<file path="config.mk">
export PLATFORM = sky130hd
export DESIGN_NAME = axi_stream_fcvt_w
export DESIGN_NICKNAME = d
export VERILOG_FILES = /design/src/rtl/axi_stream_fcvt_w.sv
export SDC_FILE = /design/constraint.sdc
export NUM_CORES = 1
export LEC_CHECK = 0
export BUFFER_PORTS_ARGS = -buffer_cell sky130_fd_sc_hd__clkbuf_2
export CAP_MARGIN = 20
export CORE_UTILIZATION = 30
export DETAILED_ROUTE_END_ITERATION = 8
export HOLD_SLACK_MARGIN = 0.02
export PLACE_DENSITY_LB_ADDON = 0.2
export SYNTH_ARGS = -nofsm -noshare
export SYNTH_HDL_FRONTEND = slang
export SYNTH_SLANG_ARGS = --single-unit
</file>
<file path="constraint.sdc">
create_clock -name clk -period 7.95 [get_ports clk]
set_input_delay 1.59 -clock clk [delete_from_list [all_inputs] [get_ports clk]]
set_output_delay 1.59 -clock clk [all_outputs]
set_load 0.03 [all_outputs]
</file>
<file path="src/rtl/axi_stream_fcvt_w.sv">
// Back-pressured binary32 -> int32/uint32 converter with per-transaction RISC-V rounding.
// Stage 1 aligns the operand, stage 2 rounds and saturates, further stages only delay.
module axi_stream_fcvt_w #(
  parameter int STAGES = 2,
  parameter int TAG_W  = 4
) (
  input  logic             clk,
  input  logic             rst_n,
  input  logic [31:0]      fcvt_tdata,
  input  logic [3:0]       fcvt_tuser,
  input  logic [TAG_W-1:0] fcvt_ttag,
  input  logic             fcvt_tvalid,
  output logic             fcvt_tready,
  output logic [31:0]      fcvt_r_tdata,
  output logic [1:0]       fcvt_r_tuser,
  output logic [TAG_W-1:0] fcvt_r_ttag,
  output logic             fcvt_r_tvalid,
  input  logic             fcvt_r_tready
);

  // Slots holding a finished result; with STAGES=1 the only slot is a result slot.
  localparam int NF = (STAGES > 1) ? STAGES - 1 : 1;
  localparam int F0 = STAGES - NF + 1;

  typedef struct packed {
    logic        sign;
    logic        nan;
    logic        big;
    logic [31:0] mag;
    logic        g;
    logic        s;
  } align_t;

  // Fixed point with 24 fraction bits; magnitudes >= 2^32 (and inf/NaN) only set big.
  function automatic align_t f_align(input logic [31:0] x);
    align_t      a;
    logic [7:0]  ex;
    logic [23:0] sig;
    logic [55:0] fx;
    ex     = x[30:23];
    sig    = {(ex != 8'd0), x[22:0]};
    a      = '0;
    a.sign = x[31];
    fx     = '0;
    if (ex == 8'hFF) begin
      a.nan = (x[22:0] != 23'd0);
      a.big = 1'b1;
    end else if (ex >= 8'd159) begin
      a.big = 1'b1;
    end else if (ex >= 8'd126) begin
      fx    = {32'd0, sig} << (ex - 8'd126);
      a.mag = fx[55:24];
      a.g   = fx[23];
      a.s   = |fx[22:0];
    end else begin
      a.s = |sig;
    end
    return a;
  endfunction

  // Returns {nx, nv, data}.
  function automatic logic [33:0] f_round(input align_t a, input logic [2:0] rm,
                                          input logic uns);
    logic        up;
    logic [32:0] m;
    logic        inex;
    logic [31:0] d;
    logic        nv;
    logic        nx;
    case (rm)
      3'b001:  up = 1'b0;
      3'b010:  up = a.sign & (a.g | a.s);
      3'b011:  up = ~a.sign & (a.g | a.s);
      3'b100:  up = a.g;
      default: up = a.g & (a.s | a.mag[0]);
    endcase
    m    = {1'b0, a.mag} + {32'd0, up};
    inex = a.g | a.s;
    d    = '0;
    nv   = 1'b0;
    nx   = 1'b0;
    if (!uns) begin
      if (a.nan) begin
        d  = 32'h7FFF_FFFF;
        nv = 1'b1;
      end else if (a.big) begin
        d  = a.sign ? 32'h8000_0000 : 32'h7FFF_FFFF;
        nv = 1'b1;
      end else if (!a.sign) begin
        if (m[32] | m[31]) begin
          d  = 32'h7FFF_FFFF;
          nv = 1'b1;
        end else begin
          d  = m[31:0];
          nx = inex;
        end
      end else if (m > 33'h0_8000_0000) begin
        d  = 32'h8000_0000;
        nv = 1'b1;
      end else begin
        d  = 32'd0 - m[31:0];
        nx = inex;
      end
    end else begin
      if (a.nan) begin
        d  = 32'hFFFF_FFFF;
        nv = 1'b1;
      end else if (a.sign) begin
        if (a.big || (m != 33'd0)) nv = 1'b1;
        else                       nx = inex;
      end else if (a.big || m[32]) begin
        d  = 32'hFFFF_FFFF;
        nv = 1'b1;
      end else begin
        d  = m[31:0];
        nx = inex;
      end
    end
    return {nx, nv, d};
  endfunction

  logic [STAGES:1]   r_valid;
  logic [STAGES+1:1] w_ready;
  logic [STAGES:1]   w_load;

  // A slot can take new data if it or any slot downstream has a hole, or the sink is ready.
  always_comb begin : ready_chain
    logic full;
    full              = 1'b1;
    w_ready[STAGES+1] = fcvt_r_tready;
    for (int k = STAGES; k >= 1; k--) begin
      full       = full & r_valid[k];
      w_ready[k] = fcvt_r_tready | ~full;
    end
  end

  always_comb begin
    w_load    = '0;
    w_load[1] = fcvt_tvalid & w_ready[1];
    for (int k = 2; k <= STAGES; k++) begin
      w_load[k] = r_valid[k-1] & w_ready[k];
    end
  end

  assign fcvt_tready = rst_n & w_ready[1];

  always_ff @(posedge clk or negedge rst_n) begin
    if (!rst_n) begin
      r_valid <= '0;
    end else begin
      for (int k = 1; k <= STAGES; k++) begin
        r_valid[k] <= w_load[k] | (r_valid[k] & ~w_ready[k+1]);
      end
    end
  end

  logic [31:0]      w_res_data;
  logic [1:0]       w_res_flag;
  logic [TAG_W-1:0] w_res_tag;

  generate
    if (STAGES == 1) begin : g_single
      always_comb begin
        {w_res_flag, w_res_data} = f_round(f_align(fcvt_tdata), fcvt_tuser[2:0], fcvt_tuser[3]);
        w_res_tag                = fcvt_ttag;
      end
    end else begin : g_split
      align_t           r_s1_a;
      logic [2:0]       r_s1_rm;
      logic             r_s1_uns;
      logic [TAG_W-1:0] r_s1_tag;

      always_ff @(posedge clk or negedge rst_n) begin
        if (!rst_n) begin
          r_s1_a   <= '0;
          r_s1_rm  <= '0;
          r_s1_uns <= 1'b0;
          r_s1_tag <= '0;
        end else if (w_load[1]) begin
          r_s1_a   <= f_align(fcvt_tdata);
          r_s1_rm  <= fcvt_tuser[2:0];
          r_s1_uns <= fcvt_tuser[3];
          r_s1_tag <= fcvt_ttag;
        end
      end

      always_comb begin
        {w_res_flag, w_res_data} = f_round(r_s1_a, r_s1_rm, r_s1_uns);
        w_res_tag                = r_s1_tag;
      end
    end
  endgenerate

  logic [31:0]      r_fdata [NF];
  logic [1:0]       r_fflag [NF];
  logic [TAG_W-1:0] r_ftag  [NF];
  logic [31:0]      w_sdata [NF];
  logic [1:0]       w_sflag [NF];
  logic [TAG_W-1:0] w_stag  [NF];

  always_comb begin
    w_sdata[0] = w_res_data;
    w_sflag[0] = w_res_flag;
    w_stag[0]  = w_res_tag;
    for (int j = 1; j < NF; j++) begin
      w_sdata[j] = r_fdata[j-1];
      w_sflag[j] = r_fflag[j-1];
      w_stag[j]  = r_ftag[j-1];
    end
  end

  // Result slots only load on an advance, so a stalled output holds steady.
  always_ff @(posedge clk or negedge rst_n) begin
    if (!rst_n) begin
      for (int j = 0; j < NF; j++) begin
        r_fdata[j] <= '0;
        r_fflag[j] <= '0;
        r_ftag[j]  <= '0;
      end
    end else begin
      for (int j = 0; j < NF; j++) begin
        if (w_load[F0+j]) begin
          r_fdata[j] <= w_sdata[j];
          r_fflag[j] <= w_sflag[j];
          r_ftag[j]  <= w_stag[j];
        end
      end
    end
  end

  assign fcvt_r_tvalid = r_valid[STAGES];
  assign fcvt_r_tdata  = r_fdata[NF-1];
  assign fcvt_r_tuser  = r_fflag[NF-1];
  assign fcvt_r_ttag   = r_ftag[NF-1];

endmodule

</file>
After elaboration in Yosys (flattened, before gate mapping)
Index checks and enable logic that the tools add are counted.
{ "word_totals": {"regBits": 85, "in_bits": 44, "output_inout_bits": 40, "word_cells": 91} }
{ "classes": {"addsub": 3, "order_cmp": 3, "eq_ne": 5, "n_shift": 1, "n_mux": 38, "n_bitwise": 21, "reduce_logical": 7} }
{ "ops": {"columns": ["operator", "count"], "rows": [
  ["two-way mux 32 bit", 10],
  ["two-way mux 34 bit", 2],
  ["<< shifter 24 x 8 -> 56 bit", 1],
  ["adder 32 x 1 -> 33 bit", 1],
  ["greater-than comparator 33 x 32 -> 1 bit, second input constant", 1],
  ["two-way mux 33 bit", 1],
  ["nonzero test 33 bit", 1],
  ["subtractor 1 x 32 -> 32 bit, first input constant", 1],
  ["two-way mux 1 bit", 24],
  ["OR reduction 24 bit", 1],
  ["nonzero test 23 bit", 1],
  ["OR reduction 23 bit", 1],
  ["bitwise AND 1 bit", 9],
  ["== test 8 bit, second input constant", 1],
  ["greater-or-equal comparator 8 x 7 -> 1 bit, second input constant", 1],
  ["greater-or-equal comparator 8 bit, second input constant", 1],
  ["nonzero test 8 bit", 1],
  ["subtractor 8 x 7 -> 8 bit, second input constant", 1],
  ["OR 1 bit", 7],
  ["== test 3 x 2 -> 1 bit, second input constant", 2],
  ["NOT 1 bit", 5],
  ["one-hot mux 1 bit (4 select lines)", 1],
  ["== test 3 x 1 -> 1 bit, second input constant", 1],
  ["== test 3 bit, second input constant", 1],
  ["logical OR 1 bit", 2]
]} }

Logic depth before layout (Yosys ltp)
{ "logic_depth": {"word_depth": 10, "mapped_depth": 19, "depth_no_buf": 18} }

Worst setup path before layout
No wires, ideal clock.
{ "synth_path": {"kind": "input port to flip-flop", "from": "input port fcvt_tdata[24]", "to": "register g_split.r_s1_a[0] in the netlist's numbering", "setup_time_ns": 0.128, "arrival_time_ns": 4.116, "required_time_ns": 7.822, "slack_ns": 3.706, "path_stages": 10, "path_buffers": 2, "cell_sequence": "clkbuf_1 buf_1 mux4_2 mux2_2 nand3_1 o21ai_0 mux2_2 a2111o_1 o41ai_1 nand2_1"} }
{ "synth_via": {"elab_chain_cells": 6, "elab_cells_between_ends": 11, "classes_between": "add/sub: 1; order compare: 2; eq/ne: 1; shift: 1; mux: 3; reduce/logical: 3"} }
{ "synth_rtl": {"columns": ["element", "line_no", "rtl"], "rows": [
  ["start: declaration", "9", "input logic [31:0] fcvt_tdata,"],
  ["subtractor 8 x 7 -> 8 bit / nonzero test 8 bit (equally long branches)", "51, 41", null],
  ["<< shifter 24 x 8 -> 56 bit", "51", "fx = {32'd0, sig} << (ex - 8'd126);"],
  ["OR reduction 23 bit", "54", "a.s = |fx[22:0];"],
  ["two-way mux 1 bit", "50", "end else if (ex >= 8'd126) begin"],
  ["two-way mux 34 bit", "48", "end else if (ex >= 8'd159) begin"],
  ["two-way mux 34 bit *", "45", "if (ex == 8'hFF) begin"],
  ["end signal: assignment", "180", "r_s1_a <= f_align(fcvt_tdata);"],
  ["end: declaration", "168", "align_t r_s1_a;"]
]} }
Mark *: on every way between the ends. The rest lies on a longest branch, timed or not.
A chain may end at the register's enable or synchronous reset.

Worst setup path in the final report
{ "layout_path": {"from": "register g_split.r_s1_rm[0]", "to": "register r_fdata (netlist bit fcvt_r_tdata[20])"} }
{ "layout_via": {"elab_chain_cells": 9, "elab_cells_between_ends": 19, "classes_between": "add/sub: 2; order compare: 1; eq/ne: 4; mux: 10; bitwise: 1; reduce/logical: 1"} }
{ "layout_rtl": {"columns": ["element", "line_no", "rtl"], "rows": [
  ["start: declaration", "169", "logic [2:0] r_s1_rm;"],
  ["start signal: assignment", "181", "r_s1_rm <= fcvt_tuser[2:0];"],
  ["== test 3 bit (tied with other cells)", "70", "case (rm)"],
  ["one-hot mux 1 bit (4 select lines) *", "70", null],
  ["adder 32 x 1 -> 33 bit *", "77", "m = {1'b0, a.mag} + {32'd0, up};"],
  ["subtractor 1 x 32 -> 32 bit (tied with other cells)", "101", "d = 32'd0 - m[31:0];"],
  ["two-way mux 32 bit (on tied branches)", "97, 90", null],
  ["two-way mux 32 bit", "89", "end else if (!a.sign) begin"],
  ["two-way mux 32 bit", "86", "end else if (a.big) begin"],
  ["two-way mux 32 bit", "83", "if (a.nan) begin"],
  ["two-way mux 32 bit *", "82", "if (!uns) begin"],
  ["end signal: indexed assignment", "223", "r_fdata[j] <= w_sdata[j];"],
  ["end: declaration", "194", "logic [31:0] r_fdata [NF];"]
]} }
Marks and branches as above.

==> out/results.txt <==
Post-Synthesis Cells: 926
Final Hold Fails: 0
largest area contributor in the netlist: dfrtp_1
YS warnings: 0
startpoint types: flip-flop
CP Capture Type: flip-flop
R2R cell count: 15
hold buffer count at cts: 0
drt pass-1 iters: 5
die area: 0.0259 sq mm
Worst VDD drop: 103 uV
DRC: 0
share of layout cells above drive strength 1: 0.186
Crit path top cell by count: ha_1
Post-CTS Setup Inserts: 0
H-tree Lvls: 3
Layout area overhead: 13.0%
Comb power frac: 0.428
die height: 161 um
FF-to-FF setup slack: 2.97 ns
syn_nets: 974
clock share of power: 0.251
critical path fanouts, max: 15
Total GRT Usage: 0.198
Slew HR: 0.336
Worst EP arrival: 5.24 ns
post_cts resized: 0
Final Max Tran Viols: 0
Num CTS Buffers: 9
Overflow after GRT: 0
clk_skew: 0.0141 ns
Tightest Pin Transition: 0.983 ns
Setup TNS: 0 ns
HPWL Detailed: 19500 um
Boundary Pins: 84
critical-path cell list: xnor2_1 > nor3b_1 > a21oi_1 > nor2_1 > ha_1 > ha_1 > nand3_1 > or4_1 > or3_4 > xor2_1 > and4bb_4 > and3_1 > a31o_2 > o21ai_0 > a211oi_1
setup ws final: 2.97 ns
RR Endpoint: fcvt_r_tdata[20]
Starting Density: 0.309
Wirelength per Cell: 19.6 um
first-pass GRT wire length: 40800 um
Setup violations, final: 0
largest net degree at the start of global routing: 57
Initial DRC Count: 660
Final min period: 4.98 ns
reg-to-reg startpoint: g_split.r_s1_rm[0]
Mapped Area: 0.00758 sq mm
num rows: 57
crit share post-route: 0.626
port bufs: 83
die width: 161 um
Core Area: 0.0245 sq mm
status: finished, final reports clean
Seq/Total Area, Yosys: 0.281
Worst-Skew Late Latency: 0.36 ns
post-synthesis average cell area: 8.19 sq um
vias in the first global route: 7010
DR vias: 7365
MaxCap Viol Count: 0
diodes inserted: 0
Synth area leaders: dfrtp_1 (28%), nand2_1 (5.4%), mux2i_1 (4.9%)
setup repair after global routing missed its margin: false
Internal: 0.983 mW
WHS Endpoint: fcvt_r_ttag[3]
GPL Wtd Cong: 0.911
Clock Tree Root: clkbuf_16
Synth cell types: 89
# nets final: 1018
Lkg Pwr: 3.49 nW
vias per cell: 5.67
initial antenna violation count: 0
EDFF count, synth: 0
Crit Path Category: flip-flop to flip-flop
dpl ws: 2.70 ns
Sw Pwr: 0.745 mW
sequential share of power: 0.321
Power Density: 202 mW/mm^2
clk buf depth: 2
FFs w/ async S/R, synth: 1.00
switch share: 0.431
Clock transition at path regs: 0.08 ns
critical path's slowest cell: or4_1
CTS tree: yes
final WL: 25500 um
CP max stage delay: 0.60 ns
top-area cell type share of the netlist area: 0.281
Total Power: 1.73 mW
ys flop type: dfrtp_1
hold path cells: 2
CP Data Required Time: 8.21 ns
CTS sink count: 85
count of state elements after synthesis: 85
f_max: 0.201 GHz
hold crit path type: flip-flop to flip-flop
Final ANT Viol Nets: 0
worst hold start: g_split.r_s1_tag[3]
## metrics by stage
stage,area [sq um],cells,utilization,hold slack (ns)
after floorplan,7580,926,-,0.433
after global routing,8570,1299,0.349,0.494
after CTS,8550,1297,0.349,0.465
final,8570,1299,0.349,0.463
after global placement,8240,1281,0.336,0.442
after detailed placement,8240,1281,0.336,0.445
## sequential cells by signal, indices dropped and copies added, names as in the netlist
| name | flops |
|---|---|
| r_valid | 2 |
| g_split.r_s1_rm | 3 |
| g_split.r_s1_uns | 1 |
| fcvt_r_tuser | 2 |
| g_split.r_s1_tag | 4 |
| fcvt_r_tdata | 32 |
| fcvt_r_ttag | 4 |
| g_split.r_s1_a | 37 |
## cell type report
type                    count  area, sq um
clock buffers               9          225
well taps                 324          405
multi-input cells         755         5090
fillers                  2653        16000
inverters                  13         48.8
repair buffers            106          594
clock inverters             7         83.8
flip-flops and latches     85         2130
## cell usage after synthesis (all sizes together) (4+ instances only)
master,number
o21a,5
or4,8
nor2,68
a221o,5
clkbuf,54
nand3,36
nor3,23
mux4,7
nor4,19
nand4,19
dfrtp,85
nand2,110
a21boi,4
o22ai,27
o32a,10
and3,12
xnor2,25
nand3b,4
and2,12
o21ai,53
mux2i,37
nor3b,5
a31oi,9
and4,9
o211ai,10
ha,4
xor2,25
inv,11
o221a,4
a211oi,14
buf,19
or3,8
a22o,12
mux2,22
a21oi,59
a41oi,5
a32o,4
a22oi,11
o31ai,8
nand2b,9
## cells in the final DEF, fill, tap and decap left out, types with 6 or more instances in the layout
master,synthesis,final
and4_1,9,9
xor2_1,25,25
nand2_1,110,109
a31oi_1,8,8
nor3_1,22,22
o22ai_1,27,27
clkbuf_2,1,82
mux2i_1,37,37
mux2_2,22,22
o21ai_0,52,52
a211oi_1,14,14
a21oi_1,58,58
nand4_1,16,16
inv_1,11,11
dfrtp_1,85,85
mux4_2,7,7
a22o_1,12,12
or4_1,6,6
buf_4,2,23
nor2_1,68,68
nor4_1,19,19
nand2b_1,9,9
o31ai_1,6,6
clkbuf_16,0,9
nand3_1,33,33
o32a_1,10,10
or3_1,7,7
and2_1,11,11
xnor2_1,25,25
a22oi_1,10,10
and3_1,12,12
o211ai_1,10,10
## power by group through the flow
stage	logic (mW)	clock network, mW	registers, mW
6_report	0.739	0.434	0.555
5_1_grt	0.801	0.464	0.564
4_1_cts	0.735	0.445	0.555
3_5_place_dp	0.732	0	0.564
3_3_place_gp	0.732	0	0.562
2_1_floorplan	0.416	0	0.663
## worst max-delay path by stage
stage / cells after the start / slack [ns] / end / startpoint
3_3_place_gp: 10 / 2.74 / g_split.r_s1_a[0] / fcvt_tdata[24]
4_1_cts: 15 / 2.95 / fcvt_r_tdata[20] / g_split.r_s1_rm[0]
6_report: 15 / 2.97 / fcvt_r_tdata[20] / g_split.r_s1_rm[0]
5_1_grt: 16 / 2.49 / fcvt_r_tdata[26] / g_split.r_s1_rm[0]
3_5_place_dp: 10 / 2.70 / g_split.r_s1_a[0] / fcvt_tdata[24]
2_1_floorplan: 10 / 3.71 / g_split.r_s1_a[0] / fcvt_tdata[24]
## kinds of logic (layout without fill, tap and decap cells)
logic type / Yosys count / after routing / synth area share
DFF: 85 / 85 / 0.281
muxes: 66 / 66 / 0.102
xor gates and xnor gates: 50 / 50 / 0.0578
and+or+nand+nor: 361 / 361 / 0.252
buffers and inverters: 86 / 135 / 0.0490
adders and majority gates: 4 / 4 / 0.00660
AOI/OAI and AO/OA: 274 / 274 / 0.251
## metal layers
layer / routed length, um / vias up / GRT usage
li1: - / 3621 / -
met1: 12300 / 3502 / 0.281
met2: 11900 / 222 / 0.321
met3: 1040 / 20 / 0.0231
met4: 317 / 0 / 0.0450
met5: 0 / - / 0
## critical path, delay by kind of cell, from the launching register on
family / cells / cell delay, ns
and+or+nand+nor: 7 / 2.29
AOI/OAI and AO/OA: 4 / 0.88
adders and majority gates: 2 / 0.88
xor gates and xnor gates: 2 / 0.42
DFF: 1 / 0.41
Power figures use the tool's default switching activity.
